===== config.mk =====
export PLATFORM = sky130hd
export DESIGN_NAME = host_loader
export DESIGN_NICKNAME = d
export VERILOG_FILES = /design/src/rtl/host_loader_pkg.sv /design/src/rtl/dump_skid.sv /design/src/rtl/host_loader.sv
export SDC_FILE = /design/constraint.sdc
export NUM_CORES = 1
export LEC_CHECK = 0
export BUFFER_PORTS_ARGS = -buffer_cell sky130_fd_sc_hd__buf_2
export CAP_MARGIN = 10
export CORE_AREA = 2 2 203 205
export DETAILED_ROUTE_END_ITERATION = 6
export DIE_AREA = 0 0 205 207
export GPL_TIMING_DRIVEN = 0
export SYNTH_ARGS = -nofsm -noshare
export SYNTH_HDL_FRONTEND = slang
export SYNTH_SLANG_ARGS = --single-unit

===== constraint.sdc =====
create_clock -name clk -period 4.5 [get_ports clk]
set_input_delay 0.9 -clock clk [delete_from_list [all_inputs] [get_ports clk]]
set_output_delay 0.9 -clock clk [all_outputs]
set_load 0.02 [all_outputs]

===== src/rtl/host_loader_pkg.sv =====
// Shared definitions for the host loader: session state encoding and memory strides.
// Instruction memory is addressed in 32-bit words, data memory in 64-bit words.
package host_loader_pkg;

    typedef enum logic [2:0] {
        ST_IDLE,
        ST_LOAD,
        ST_RUN,
        ST_DUMP_RD,
        ST_DUMP_WAIT,
        ST_DUMP_OUT,
        ST_FINISH
    } state_e;

    localparam int unsigned IMEM_STRIDE = 4;
    localparam int unsigned DMEM_STRIDE = 8;

    // Where a session goes once the run phase is over (or skipped).
    function automatic state_e phase_after_run(input logic dump_empty);
        return dump_empty ? ST_FINISH : ST_DUMP_RD;
    endfunction

endpackage


===== src/rtl/dump_skid.sv =====
// One-entry valid/ready output register holding the word being dumped to the host.
// The entry is loaded from the data-memory read port and released on a handshake.
module dump_skid #(
    parameter int W = 64
) (
    input  logic         clk,
    input  logic         rst,
    input  logic         load_i,
    input  logic [W-1:0] data_i,
    input  logic         ready_i,
    output logic         valid_o,
    output logic [W-1:0] data_o,
    output logic         fire_o
);

    logic         valid_q;
    logic [W-1:0] data_q;

    always_ff @(posedge clk) begin
        if (rst) begin
            valid_q <= 1'b0;
            data_q  <= '0;
        end else if (load_i) begin
            valid_q <= 1'b1;
            data_q  <= data_i;
        end else if (valid_q && ready_i) begin
            valid_q <= 1'b0;
        end
    end

    assign valid_o = valid_q;
    assign data_o  = data_q;
    assign fire_o  = valid_q & ready_i;

endmodule


===== src/rtl/host_loader.sv =====
// Host-side session controller: streams a program into instruction memory, runs the CPU
// for a fixed cycle count, then reads a window of data memory back out to the host.
module host_loader
    import host_loader_pkg::*;
#(
    parameter int CNT_W = 16,
    parameter int RUN_W = 32
) (
    input  logic             clk,
    input  logic             rst,
    input  logic             start,
    input  logic [CNT_W-1:0] num_instr,
    input  logic [RUN_W-1:0] run_cycles,
    input  logic [63:0]      dump_base,
    input  logic [CNT_W-1:0] dump_len,
    input  logic             word_valid,
    input  logic [31:0]      word_data,
    output logic             word_ready,
    output logic [63:0]      addr_ext,
    output logic             wen_ext,
    output logic             ren_ext,
    output logic [31:0]      wdata_ext,
    output logic [63:0]      addr_ext_2,
    output logic             wen_ext_2,
    output logic             ren_ext_2,
    output logic [63:0]      wdata_ext_2,
    input  logic [63:0]      rdata_ext_2,
    output logic             cpu_enable,
    output logic             dump_valid,
    output logic [63:0]      dump_data,
    input  logic             dump_ready,
    output logic             busy,
    output logic             done
);

    state_e           state_q;
    logic [CNT_W-1:0] num_instr_q;
    logic [CNT_W-1:0] dump_len_q;
    logic [CNT_W-1:0] load_idx_q;
    logic [CNT_W-1:0] dump_idx_q;
    logic [RUN_W-1:0] run_cnt_q;
    logic [63:0]      dump_base_q;

    state_e after_run_d;
    state_e after_load_d;
    logic   word_fire;
    logic   last_word;
    logic   last_dump;
    logic   skid_load;
    logic   skid_fire;

    // Skip targets are resolved combinationally so empty phases chain within one edge.
    always_comb begin
        after_run_d  = phase_after_run(dump_len_q == '0);
        after_load_d = (run_cnt_q == '0) ? after_run_d : ST_RUN;
    end

    assign word_ready = (state_q == ST_LOAD) && (num_instr_q != '0);
    assign word_fire  = word_ready && word_valid;
    assign last_word  = (load_idx_q == num_instr_q - CNT_W'(1));
    assign last_dump  = (dump_idx_q == dump_len_q - CNT_W'(1));
    assign skid_load  = (state_q == ST_DUMP_WAIT);

    always_ff @(posedge clk) begin
        if (rst) begin
            state_q     <= ST_IDLE;
            num_instr_q <= '0;
            dump_len_q  <= '0;
            load_idx_q  <= '0;
            dump_idx_q  <= '0;
            run_cnt_q   <= '0;
            dump_base_q <= '0;
        end else begin
            case (state_q)
                ST_IDLE: begin
                    if (start) begin
                        num_instr_q <= num_instr;
                        run_cnt_q   <= run_cycles;
                        dump_base_q <= dump_base;
                        dump_len_q  <= dump_len;
                        load_idx_q  <= '0;
                        dump_idx_q  <= '0;
                        state_q     <= ST_LOAD;
                    end
                end
                ST_LOAD: begin
                    if (num_instr_q == '0) begin
                        state_q <= after_load_d;
                    end else if (word_fire) begin
                        if (last_word) begin
                            state_q <= after_load_d;
                        end else begin
                            load_idx_q <= load_idx_q + CNT_W'(1);
                        end
                    end
                end
                ST_RUN: begin
                    run_cnt_q <= run_cnt_q - RUN_W'(1);
                    if (run_cnt_q == RUN_W'(1)) begin
                        state_q <= after_run_d;
                    end
                end
                ST_DUMP_RD: begin
                    state_q <= ST_DUMP_WAIT;
                end
                ST_DUMP_WAIT: begin
                    state_q <= ST_DUMP_OUT;
                end
                ST_DUMP_OUT: begin
                    if (skid_fire) begin
                        if (last_dump) begin
                            state_q <= ST_FINISH;
                        end else begin
                            dump_idx_q <= dump_idx_q + CNT_W'(1);
                            state_q    <= ST_DUMP_RD;
                        end
                    end
                end
                ST_FINISH: begin
                    state_q <= ST_IDLE;
                end
                default: begin
                    state_q <= ST_IDLE;
                end
            endcase
        end
    end

    // Memory strobes and addresses are zero whenever the port is not being used.
    always_comb begin
        wen_ext    = word_fire;
        addr_ext   = word_fire ? (64'(load_idx_q) * 64'(IMEM_STRIDE)) : 64'd0;
        wdata_ext  = word_fire ? word_data : 32'd0;
        ren_ext    = 1'b0;
        ren_ext_2  = (state_q == ST_DUMP_RD);
        addr_ext_2 = ren_ext_2 ? (dump_base_q + 64'(dump_idx_q) * 64'(DMEM_STRIDE)) : 64'd0;
        wen_ext_2  = 1'b0;
        wdata_ext_2 = 64'd0;
        cpu_enable = (state_q == ST_RUN);
        busy       = (state_q != ST_IDLE);
        done       = (state_q == ST_FINISH);
    end

    dump_skid #(
        .W (64)
    ) u_dump_skid (
        .clk     (clk),
        .rst     (rst),
        .load_i  (skid_load),
        .data_i  (rdata_ext_2),
        .ready_i (dump_ready),
        .valid_o (dump_valid),
        .data_o  (dump_data),
        .fire_o  (skid_fire)
    );

endmodule


# --- Yosys cells after proc, flatten, opt, wreduce, memory -nomap -nowiden ---
# Index checks and enable logic that the tools add are counted.
word_totals:
  regBits: 228
  latch_bits: 0
  mem_bits_rw: 0
  rom_bits: 0
  inputBits: 229
  out_inout_bits: 297
  n_memories: 0
op_classes:
  addsub: 6
  n_mul: 0
  div_mod_pow: 0
  order_cmp: 0
  eq_ne: 18
  shift: 0
  muxes: 25
  bitwise: 1
  reduce_logical: 18
op_table:
  columns: ["op", "count"]
  rows:
  - ["$mux W16", 6]
  - ["$add A64 B19 Y64", 1]
  - ["$mux W32", 2]
  - ["$mux W64", 1]
  - ["$pmux W16 S2", 2]
  - ["$pmux W32 S2", 1]
  - ["$add A16 B1 Y16 const B", 2]
  - ["$eq A16 B16 Y1", 2]
  - ["$eq A32 B1 Y1 const B", 1]
  - ["$logic_not A16 Y1", 2]
  - ["$logic_not A32 Y1", 1]
  - ["$sub A16 B1 Y16 const B", 2]
  - ["$sub A32 B1 Y32 const B", 1]
  - ["$mux W3", 9]
  - ["$mux W18", 1]
  - ["$pmux W3 S6", 1]
  - ["$reduce_bool A16 Y1", 1]
  - ["$ne A2 B2 Y1 const B", 6]
  - ["$reduce_and A5 Y1", 2]
  - ["$eq A3 B3 Y1 const B", 3]
  - ["$reduce_bool A2 Y1", 4]
  - ["$eq A3 B2 Y1 const B", 2]
  - ["$ne A3 B2 Y1 const B", 2]
  - ["$reduce_and A2 Y1", 2]
  - ["other kinds (8)", 11]

# --- Longest topological paths before layout ---
# Gate-level depths: netlist of the first run.
logic_depth:
  ltp_word: 7
  depth_mapped: 13
  mapped_depth_nobuf: 11

# --- By module ---
# Synthesis of the first run repeated with hierarchy kept, for this count alone.
hier_totals:
  hier_cells: 1729
  hier_area_um2: 13367.8
by_module_without_submodules:
  columns: ["mod", "instances", "cells_each", "area_per_inst_um2"]
  rows:
  - ["host_loader", 1, 1518, 11016.8]
  - ["dump_skid", 1, 211, 2351.0]

# --- Worst setup path after synthesis of the first run ---
# Ideal clock, no wire load.
synth_path:
  kind: "register to output"
  startpoint: "reg dump_idx_q[0]"
  endpoint: "out addr_ext_2[61]"
  t_arrival_ns: 3.166
  path_slack_ns: 0.434
  path_stages_with_launch: 13
  path_buffers: 1
  path_cell_list: "dfxtp_1 -> ha_1 -> fa_1 -> a21o_1 -> a21o_1 -> a2111oi_0 -> o21ai_0 -> nand4_1 -> a311o_1 -> clkbuf_1 -> nor4_1 -> xnor2_1 -> nor2_1"
synth_via:
  elab_chain_len: 2
synth_rtl:
  columns: ["item", "line", "source"]
  rows:
  - ["start: declaration", "host_loader.sv:40", "logic [CNT_W-1:0] dump_idx_q;"]
  - ["start signal: assignment", "host_loader.sv:114", "dump_idx_q <= dump_idx_q + CNT_W'(1);"]
  - ["$add A64 B19 Y64", "host_loader.sv:136", "addr_ext_2 = ren_ext_2 ? (dump_base_q + 64'(dump_idx_q) * 64'(DMEM_STRIDE)) : 64'd0;"]
  - ["$mux W64", "host_loader.sv:136", null]
  - ["end: declaration", "host_loader.sv:23", "output logic [63:0] addr_ext_2,"]
# No other way between the ends.

# --- Final worst setup path of the first run ---
layout_path:
  startpoint: "reg dump_idx_q[0]"
  endpoint: "out addr_ext_2[29]"
# The elaborated chain is that of the path after synthesis.

==> impl_metrics.csv, run 1 <==
group,metric,value,unit
logic_synthesis,async_flop_share,0,
logic_synthesis,syn_area,13220,µm²
clocking,clockRootBuffer,"clkbuf_16",
logic_synthesis,synth_edf_count,0,
place,gp_congestion,0.8607,
min_path,worstHoldPathCells,2,
setup_path,worst-r2r-cell-count,12,
setup_path,crit_arrival,3.60,ns
sta,setup_viol_count_final,0,
place,dp_hpwl,36750,µm
pwr,peakVddDrop,0.3724,mV
sta,max_freq,222.4,MHz
floorplanning,core_region_area,40370,µm²
logic_synthesis,synth_common_cells,"377 x nand2_1, 232 x a21oi_1, 228 x dfxtp_1",
logic_synthesis,yosys.area.top_type,"dfxtp_1",
route,ant_nets,0,
sta,min_period,4.496,ns
route,via_per_inst,4.848,
route,firstDrtPassIters,5,
setup_path,crit_fanout,4,
status,run_status,"finished clean",
clocking,h-tree-depth,1,
logic_synthesis,yosysMostFrequentCell,"nand2_1",
setup_path,start_kind,"flip-flop",
final_layout,area_delta_synth_final,36.38,%
route,vias,14090,
min_path,hp-class,"flip-flop to flip-flop",
logic_synthesis,synth_ff_type,"dfxtp_1",
clocking,clk_pin_slew,0.06,ns
logic_synthesis,synth_top_area_frac,0.3454,
floorplanning,io_pins,526,
flow_run,maxCapViolations,0,
final_layout,seqCellArea,4584,µm²
sta,rsz0062_at_grt,"yes",
setup_path,crit_type,"flip-flop to output pin",
route,wirelength,46910,µm
logic_synthesis,synth_cells,1783,
pwr,powerDensity,394.9,nW/µm²
logic_synthesis,yosysWarnings,0,
logic_synthesis,synth-seq-cells,228,
logic_synthesis,yosysUniqueCellTypes,68,
clocking,hold_buffers,0,
floorplanning,die_y,207,µm
floorplanning,std_cell_rows,74,
final_layout,drive_above_1_share,0.2818,
sta,slew_viol_final,0,
floorplanning,die_width,205,µm
clocking,clkSinkCount,228,
sta,worst_slew_pin_slew,0.9634,ns
sta,fin_worst_skew,0.01060,ns
sta,hold_viol,0,
global_routing,grt_max_degree,14,
floorplanning,start_util,0.3274,
global_routing,grt_pass1_wl,72640,µm
global_routing,grt_usage,0.2122,
final_layout,final.fill_count,4170,
logic_synthesis,synth.yosys.seq_area_share,0.3454,
clocking,cts_tree,"done",
clocking,numCtsBuffers,28,
route,drtIter0Drc,661,
clocking,cts_max_path_buffers,3,
sta,slew_headroom,0.3577,
route,wl_per_cell,16.14,µm
global_routing,grt_remaining_overflow,0,
pwr,p_leak,0.007887,µW
setup_path,required,3.60,ns
clocking,clk_latency,0.56,ns
final_layout,multi_input_area,8093,µm²
sta,setup_tns,0,ns
setup_path,r2r_setup_slack,1.11,ns
logic_synthesis,synth_area_per_cell,7.412,µm²
setup_path,end_kind,"output pin",
place,port_buffers,411,
global_routing,grt_pass1_vias,13520,
logic_synthesis,synth_top_cells_by_area,"dfxtp_1 35%, nand2_1 11%, a21oi_1 8.8%",
global_routing,antenna_found_initial,11,
sta,fin_crit_sh,0.9990,
sta,holdWs,0.4493,ns
final_layout,layout.nets,2606,
route,drc,0,
floorplanning,die_area,42440,µm²
worst max-delay path, cell delays in order (launching register included):
cell and delay [ns]:
dfxtp_4 0.37, ha_4 0.17, fa_2 0.40, a21o_1 0.17, a21o_1 0.21, a2111oi_4 0.38
o21ai_2 0.11, nand4_1 0.12, a311o_2 0.29, buf_4 0.19, nor4b_2 0.06, xnor2_1 0.28
nor2_1 0.10, buf_2 0.18
through the flow:
| step | cells | utilization | setup WS (ns) | total power, µW | cell area, µm² |
|---|---|---|---|---|---|
| 2_1_floorplan | 1896 | - | 0.4344 | 4048 | 13640 |
| 3_3_place_gp | 2839 | 0.4053 | -0.4783 | 4715 | 16360 |
| 3_5_place_dp | 2841 | 0.4058 | -0.5503 | 4752 | 16380 |
| 4_1_cts | 2903 | 0.4402 | -0.07636 | 7159 | 17770 |
| 5_1_grt | 2906 | 0.4464 | -0.09503 | 7556 | 18020 |
| 6_report | 2907 | 0.4465 | 0.004417 | 7118 | 18020 |
placed cells by master (no fill, tap or decap), drive strengths merged, types with 41 or more instances in the layout:
| cell | count |
|---|---|
| nor2 | 125 |
| and3 | 68 |
| xor2 | 47 |
| nand2 | 377 |
| a21oi | 233 |
| dfxtp | 228 |
| buf | 553 |
| clkbuf | 140 |
| o21ai | 41 |
| conb | 114 |
| xnor2 | 67 |
cells by family (layout without fill, tap and decap cells):
| kind of cell | after synthesis | after routing | share of synthesized area |
|---|---|---|---|
| buffers and inverters | 250 | 728 | 0.1049 |
| other | 1 | 115 | 0.0002838 |
| multiplexers | 3 | 3 | 0.002272 |
| adder cells (fa/ha/maj) | 24 | 24 | 0.02329 |
| AND/OR/NAND/NOR | 784 | 784 | 0.2806 |
| flip-flops | 228 | 228 | 0.3454 |
| AO/OA/AOI/OAI | 379 | 379 | 0.1677 |
| XOR/XNOR | 114 | 114 | 0.07555 |
flip-flops by register name (all words and copies together), names as in the netlist:
name and cells:
dump_base_q 64, dump_idx_q 16, dump_len_q 16, load_idx_q 16, num_instr_q 16, run_cnt_q 32
state_q 3, u_dump_skid.data_o 64, u_dump_skid.valid_o 1
where the power goes:
group | switching, µW | total, µW | internal, µW | leakage [µW]
combinational | 1460 | 2290 | 829 | 0.00555
clock | 914 | 2350 | 1440 | 0.000479
sequential | 234 | 2480 | 2240 | 0.00186
path summary, 6_finish.rpt:
check	startpoint	endpoint
hold / removal	dump_base_q[1]$_SDFFE_PP0P_	dump_base_q[1]$_SDFFE_PP0P_
setup reg to reg	dump_len_q[0]$_SDFFE_PP0P_	dump_idx_q[7]$_SDFFE_PP0P_
hold reg to reg	dump_base_q[1]$_SDFFE_PP0P_	dump_base_q[1]$_SDFFE_PP0P_
setup / recovery	dump_idx_q[0]$_SDFFE_PP0P_	addr_ext_2[29]
area by class of cell:
class | instances | share of cell area
inverter | 23 | 0.004790
tap | 532 | 0.03693
timing repair buffer | 427 | 0.1256
clock buffer | 39 | 0.04568
sequential | 228 | 0.2544
clock inverter | 12 | 0.007845
buffer | 227 | 0.07567
antenna | 1 | 0.0001388
multi-input combinational | 1418 | 0.4490
routing by layer:
| layer | share of wire | wire (µm) | vias up | track usage |
|---|---|---|---|---|
| li1 | - | - | 7076 | - |
| met1 | 0.40 | 18850 | 6382 | 0.2555 |
| met2 | 0.49 | 22810 | 521 | 0.3736 |
| met3 | 0.083 | 3883 | 93 | 0.05145 |
| met4 | 0.026 | 1219 | 20 | 0.05731 |
| met5 | 0.0031 | 147 | - | 0 |
what timing repair did:
action | in CTS | in global routing
hold endpoints to repair | 0 | 0
gates resized for setup | 84 | 51
buffers inserted | 11 | 3
pin swaps | 16 | 24
endpoints found under the setup margin | 49 | 46
Power figures use the tool's default switching activity.
==> run 2: changes to the inputs <==
--- a/config.mk
+++ b/config.mk
@@ -5,6 +5,7 @@
 export SDC_FILE = /design/constraint.sdc
 export NUM_CORES = 1
 export LEC_CHECK = 0
+export ABC_AREA = 1
 export BUFFER_PORTS_ARGS = -buffer_cell sky130_fd_sc_hd__buf_2
 export CAP_MARGIN = 10
 export CORE_AREA = 2 2 203 205
==> run 2 against run 1 <==
Die area did not move. Core utilization increased by 3.2 points. Largest cell class unchanged. Sequential share of layout area down 1.8 points.
==> impl_metrics.csv, run 2 <==
group,metric,value,unit
status,run_status,"finished clean",
sta,fin_worst_skew,0.01124,ns
logic_synthesis,synth_cells,2360,
floorplanning,start_util,0.3748,
sta,setup_tns,0,ns
logic_synthesis,yosysUniqueCellTypes,54,
logic_synthesis,synth_top_cells_by_area,"dfxtp_1 30%, nor2_1 11%, nand2_1 9.0%",
logic_synthesis,syn_area,15130,µm²
sta,max_freq,233.4,MHz
flow_run,maxCapViolations,0,
clocking,cts_max_path_buffers,3,
place,dp_hpwl,50000,µm
sta,slew_headroom,0.3983,
route,drc,0,
logic_synthesis,synth.yosys.seq_area_share,0.3017,
route,firstDrtPassIters,7,
clocking,clkSinkCount,228,
logic_synthesis,yosys.area.top_type,"dfxtp_1",
sta,slew_viol_final,0,
global_routing,antenna_found_initial,10,
logic_synthesis,yosysWarnings,0,
floorplanning,io_pins,526,
logic_synthesis,yosysMostFrequentCell,"nor2_1",
sta,rsz0062_at_grt,"no",
place,gp_congestion,0.9401,
global_routing,grt_remaining_overflow,0,
sta,hold_viol,0,
logic_synthesis,synth_area_per_cell,6.410,µm²
clocking,h-tree-depth,1,
clocking,hold_buffers,0,
setup_path,crit_fanout,7,
route,wl_per_cell,17.59,µm
clocking,clockRootBuffer,"clkbuf_16",
route,wirelength,61050,µm
setup_path,start_kind,"flip-flop",
min_path,worstHoldPathCells,2,
setup_path,worst-r2r-cell-count,8,
sta,fin_crit_sh,0.9519,
logic_synthesis,synth_ff_type,"dfxtp_1",
clocking,cts_tree,"done",
setup_path,required,3.60,ns
pwr,peakVddDrop,0.3020,mV
floorplanning,die_y,207,µm
final_layout,drive_above_1_share,0.2312,
global_routing,grt_pass1_wl,92570,µm
route,vias,17070,
global_routing,grt_pass1_vias,16500,
logic_synthesis,async_flop_share,0,
clocking,numCtsBuffers,29,
setup_path,crit_type,"flip-flop to output pin",
sta,min_period,4.284,ns
route,drtIter0Drc,1046,
route,via_per_inst,4.919,
logic_synthesis,synth_top_area_frac,0.3017,
setup_path,end_kind,"output pin",
logic_synthesis,synth_common_cells,"433 x nor2_1, 362 x nand2_1, 228 x dfxtp_1",
final_layout,layout.nets,3171,
clocking,clk_pin_slew,0.06,ns
floorplanning,std_cell_rows,74,
global_routing,grt_max_degree,16,
min_path,hp-class,"flip-flop to flip-flop",
floorplanning,die_width,205,µm
sta,worst_slew_pin_slew,0.9026,ns
logic_synthesis,synth_edf_count,0,
route,ant_nets,0,
sta,setup_viol_count_final,0,
pwr,powerDensity,430.2,nW/µm²
place,port_buffers,411,
final_layout,final_core_util,0.4780,
final_layout,area_delta_synth_final,27.56,%
logic_synthesis,synth-seq-cells,228,
setup_path,crit_arrival,3.38,ns
floorplanning,core_region_area,40370,µm²
pwr,p_leak,0.008758,µW
clocking,clk_latency,0.58,ns
floorplanning,die_area,42440,µm²
global_routing,grt_usage,0.2777,
final_layout,final_cell_mix,"431 x nor2_1, 431 x buf_2, 360 x nand2_1",
## run 2: cell count changes in the layout (fill, tap and decap cells not counted), sizes merged, moves of 15 or more
cell,delta
clkbuf,-32
nand3,+122
nor2,+324
nor3,+33
a21oi,-36
a2111oi,-15
inv,+217
xnor2,-42
o21ai,+149
nand4,+24
a21o,-15
and3,-66
or3,-22
## run 2: path summary, 6_finish.rpt
| kind | from | endpoint | slack [ns] |
|---|---|---|---|
| hold reg to reg | dump_base_q[0]$_SDFFE_PP0P_ | dump_base_q[0]$_SDFFE_PP0P_ | 0.45 |
| setup / recovery | dump_idx_q[12]$_SDFFE_PP0P_ | addr_ext_2[38] | 0.22 |
| setup reg to reg | state_q[2]$_SDFFE_PP0P_ | dump_base_q[17]$_SDFFE_PP0P_ | 1.94 |
| hold / removal | dump_base_q[0]$_SDFFE_PP0P_ | dump_base_q[0]$_SDFFE_PP0P_ | 0.45 |
## run 2: area by class of cell
type	count	area, µm²
diodes	1	2.502
plain buffers	211	1271
repair buffers	414	2079
fillers	4366	21070
inverters	241	904.6
multi-input cells	1793	8876
well taps	532	665.6
clock inverters	8	113.9
flip-flops and latches	228	4569
clock buffers	42	814.5
## run 2: critical path, stage by stage (launching register included)
cell      delay, ns
dfxtp_1        0.43
ha_1           0.46
nand2_1        0.12
nor2_1         0.14
inv_1          0.12
o21ai_0        0.41
o21bai_2       0.26
nand2_1        0.10
nand2_2        0.20
nand2_1        0.14
nand2_1        0.08
nand2_1        0.04
nor2_1         0.11
buf_2          0.19
## run 2: logic make-up (layout without fill, tap and decap cells)
kind of cell / count (synthesis) / in the layout / synth area share
XOR/XNOR: 84 / 84 / 0.04863
AO/OA/AOI/OAI: 439 / 439 / 0.1583
other: 1 / 115 / 0.0002479
adder cells (fa/ha/maj): 24 / 24 / 0.02035
AND/OR/NAND/NOR: 1132 / 1132 / 0.3269
flip-flops: 228 / 228 / 0.3017
buffers and inverters: 452 / 916 / 0.1438
## run 2: routing by layer
layer | routed length (µm) | vias to the layer above | global-route usage
met2 | 29230 | 545 | 0.4846
met3 | 4014 | 102 | 0.05648
li1 | - | 8594 | -
met5 | 86 | - | 0
met1 | 25930 | 7815 | 0.3443
met4 | 1795 | 12 | 0.07641
## run 2: through the flow
| stage | power (µW) | area, µm² | hold slack, ns | setup slack, ns | std cells |
|---|---|---|---|---|---|
| finish | 8302 | 19300 | 0.4519 | 0.2163 | 3470 |
| global route | 8820 | 19300 | 0.4811 | 0.009839 | 3470 |
| CTS | 8301 | 19220 | 0.4531 | 0.002923 | 3467 |
| detailed placement | 5958 | 18280 | 0.4442 | 0.4507 | 3417 |
| global placement | 5921 | 18280 | 0.4448 | 0.4905 | 3416 |
| floorplan | 4919 | 15550 | 0.4300 | 1.220 | 2473 |
## run 2: timing repair
item	CTS	global route
setup endpoints to repair	13	25
gates resized for setup	4	16
setup buffers	0	2
pin swaps	0	1
## run 2: report_power, final
group	internal, µW	leakage, µW	switching [µW]
combinational	1060	0.00645	2290
sequential	2310	0.00186	312
clock	1370	0.000447	962
==> run 3: changes to the inputs <==
--- a/config.mk
+++ b/config.mk
@@ -8,10 +8,11 @@
 export ABC_AREA = 1
 export BUFFER_PORTS_ARGS = -buffer_cell sky130_fd_sc_hd__buf_2
 export CAP_MARGIN = 10
-export CORE_AREA = 2 2 203 205
+export CORE_AREA = 2 2 207 209
 export DETAILED_ROUTE_END_ITERATION = 6
-export DIE_AREA = 0 0 205 207
+export DIE_AREA = 0 0 209 211
 export GPL_TIMING_DRIVEN = 0
 export SYNTH_ARGS = -nofsm -noshare
 export SYNTH_HDL_FRONTEND = slang
+export SYNTH_HIERARCHICAL = 1
 export SYNTH_SLANG_ARGS = --single-unit
==> run 3 against run 2 <==
Setup slack better by 0.024 ns. Clock-buffer cell count down 2. Register-to-register slack worse by 0.41 ns. Synthesized cell count unchanged. Sequential cell count unchanged. Non-clock buffer count up 1. Area after synthesis up 0.26%. Clock power up 5%. Global-route usage down 0.45 points. Die area up 3.9%.
==> impl_metrics.csv, run 3 <==
group,metric,value,unit
setup_path,crit_arrival,3.36,ns
route,wirelength,62650,µm
flow_run,maxCapViolations,0,
final_layout,area_delta_synth_final,27.55,%
clocking,clk_pin_slew,0.06,ns
place,port_buffers,411,
route,firstDrtPassIters,5,
logic_synthesis,yosys.area.top_type,"dfxtp_1",
sta,setup_tns,0,ns
clocking,clkSinkCount,228,
logic_synthesis,yosysWarnings,6,
place,post-place-ws,0.5888,ns
place,dp_hpwl,51440,µm
floorplanning,core_region_area,41760,µm²
logic_synthesis,async_flop_share,0,
floorplanning,die_y,211,µm
route,ant_nets,0,
logic_synthesis,synth_common_cells,"394 x nor2_1, 344 x nand2_1, 264 x inv_1",
final_layout,final_core_util,0.4633,
sta,worst_slew_pin_slew,0.9923,ns
setup_path,start_kind,"flip-flop",
sta,fin_crit_sh,0.9465,
setup_path,crit_fanout,7,
route,drc,0,
clocking,hold_buffers,0,
clocking,cts_tree,"done",
final_layout,final_cell_mix,"425 x buf_2, 393 x nor2_1, 343 x nand2_1",
floorplanning,die_area,44100,µm²
place,gp_congestion,0.9648,
pwr,p_leak,0.009192,µW
route,wl_per_cell,18.01,µm
route,drtIter0Drc,1257,
status,run_status,"finished clean",
sta,setup_viol_count_final,0,
logic_synthesis,synth_area_per_cell,6.427,µm²
setup_path,crit_type,"flip-flop to output pin",
global_routing,antenna_found_initial,11,
logic_synthesis,synth_top_cells_by_area,"dfxtp_1 30%, nor2_1 9.8%, nand2_1 8.5%",
logic_synthesis,syn_area,15170,µm²
floorplanning,die_width,209,µm
final_layout,design_area,19350,µm²
floorplanning,std_cell_rows,75,
sta,slew_headroom,0.3385,
global_routing,grt_pass1_vias,16450,
floorplanning,start_util,0.3632,
setup_path,required,3.60,ns
global_routing,grt_remaining_overflow,0,
final_layout,layout.nets,3167,
setup_path,startpoint,"dump_idx_q[0]$_SDFFE_PP0P_",
clocking,h-tree-depth,1,
final_layout,final.fill_count,4416,
global_routing,grt_usage,0.2732,
logic_synthesis,synth.yosys.seq_area_share,0.3009,
global_routing,grt_pass1_wl,93560,µm
sta,hold_viol,0,
place,place_area,18320,µm²
sta,rsz0062_at_grt,"no",
logic_synthesis,synth_ff_type,"dfxtp_1",
pwr,powerDensity,462.9,nW/µm²
final_layout,final_common_cell,"buf_2",
route,vias,17390,
floorplanning,io_pins,526,
sta,min_period,4.259,ns
logic_synthesis,synth-seq-cells,228,
global_routing,grt_max_degree,15,
clocking,numCtsBuffers,28,
logic_synthesis,synth_top_area_frac,0.3009,
route,via_per_inst,4.999,
logic_synthesis,synth_cells,2360,
min_path,hp-class,"flip-flop to flip-flop",
setup_path,rr_startpoint,"state_q[2]$_SDFFE_PP0P_",
sta,fin_worst_skew,0.02228,ns
sta,max_freq,234.8,MHz
final_layout,drive_above_1_share,0.2311,
clocking,cts_max_path_buffers,3,
clocking,clk_latency,0.58,ns
logic_synthesis,yosysMostFrequentCell,"nor2_1",
setup_path,end_kind,"output pin",
clocking,clockRootBuffer,"clkbuf_16",
sta,slew_viol_final,0,
logic_synthesis,synth_edf_count,0,
min_path,min_from,"dump_base_q[1]$_SDFFE_PP0P_",
sta,setup_ws,0.2407,ns
logic_synthesis,yosysUniqueCellTypes,53,
pwr,peakVddDrop,0.3524,mV
run 3: changes by cell type in the layout (fill, tap and decap cells not counted), moves of 7 or more:
cell	delta
nand3_1	+17
inv_1	+37
xor2_1	+12
nand2_1	-17
xnor2_1	-7
nor2_1	-38
nor2_2	+7
run 3: logic make-up after synthesis:
family	Yosys count	synth area share
adder cells (fa/ha/maj)	24	0.02029
buffers and inverters	490	0.1573
AO/OA/AOI/OAI	430	0.1517
other	1	0.0002472
flip-flops	228	0.3009
AND/OR/NAND/NOR	1098	0.3171
XOR/XNOR	89	0.05238
run 3: layout make-up:
class / count / area, µm² / area share
diodes: 6 / 15.01 / 0.0007761
plain buffers: 215 / 1351 / 0.06985
clock buffers: 40 / 805.8 / 0.04165
clock inverters: 10 / 171.4 / 0.008860
inverters: 275 / 1035 / 0.05349
multi-input cells: 1755 / 8671 / 0.4482
flip-flops and latches: 228 / 4566 / 0.2360
well taps: 539 / 674.4 / 0.03486
repair buffers: 411 / 2057 / 0.1063
run 3: critical path, cell delays in order (launching register included):
cell and delay [ns]:
dfxtp_2 0.37, ha_1 0.27, fa_1 0.39, nand2_1 0.09
nand2_1 0.06, o21ai_1 0.13, o21ai_2 0.09, nand2_1 0.07
nand2_2 0.10, inv_1 0.18, o21bai_4 0.11, nand2_1 0.19
inv_1 0.13, nand2_1 0.12, xor2_1 0.22, nor2_1 0.06
buf_2 0.17
run 3: path summary, 6_finish.rpt:
kind	endpoint	slack [ns]	cells past startpoint
max reg2reg	dump_base_q[28]$_SDFFE_PP0P_	1.53	7
min	dump_base_q[1]$_SDFFE_PP0P_	0.45	2
min reg2reg	dump_base_q[1]$_SDFFE_PP0P_	0.45	2
max	addr_ext_2[55]	0.24	16
run 3: power by group:
group	total [µW]	internal [µW]	leakage, µW	switching (µW)
sequential	2800	2410	0.00186	392
combinational	3720	1210	0.00685	2510
clock	2440	1470	0.000475	968
total	8960	5080	0.00919	3870
run 3: stage by stage:
step,total power (µW),std cells,hold WS (ns)
after detailed placement,6503,3423,0.4477
after CTS,8962,3473,0.4564
after global routing,9558,3475,0.4625
after global placement,6466,3423,0.4399
after floorplan,5369,2473,0.4300
final,8955,3479,0.4543
run 3: per-layer routing:
| metal | share of wire | GRT usage | vias to the layer above |
|---|---|---|---|
| li1 | - | - | 8534 |
| met1 | 0.41 | 0.3254 | 8034 |
| met2 | 0.48 | 0.4902 | 702 |
| met3 | 0.078 | 0.05754 | 109 |
| met4 | 0.031 | 0.08645 | 12 |
| met5 | 0.0012 | 0 | - |
run 3: timing repair:
action	in CTS	in global routing
endpoints found under the setup margin	1	42
cloned	0	0
setup buffers	0	0
gates resized for setup	1	9
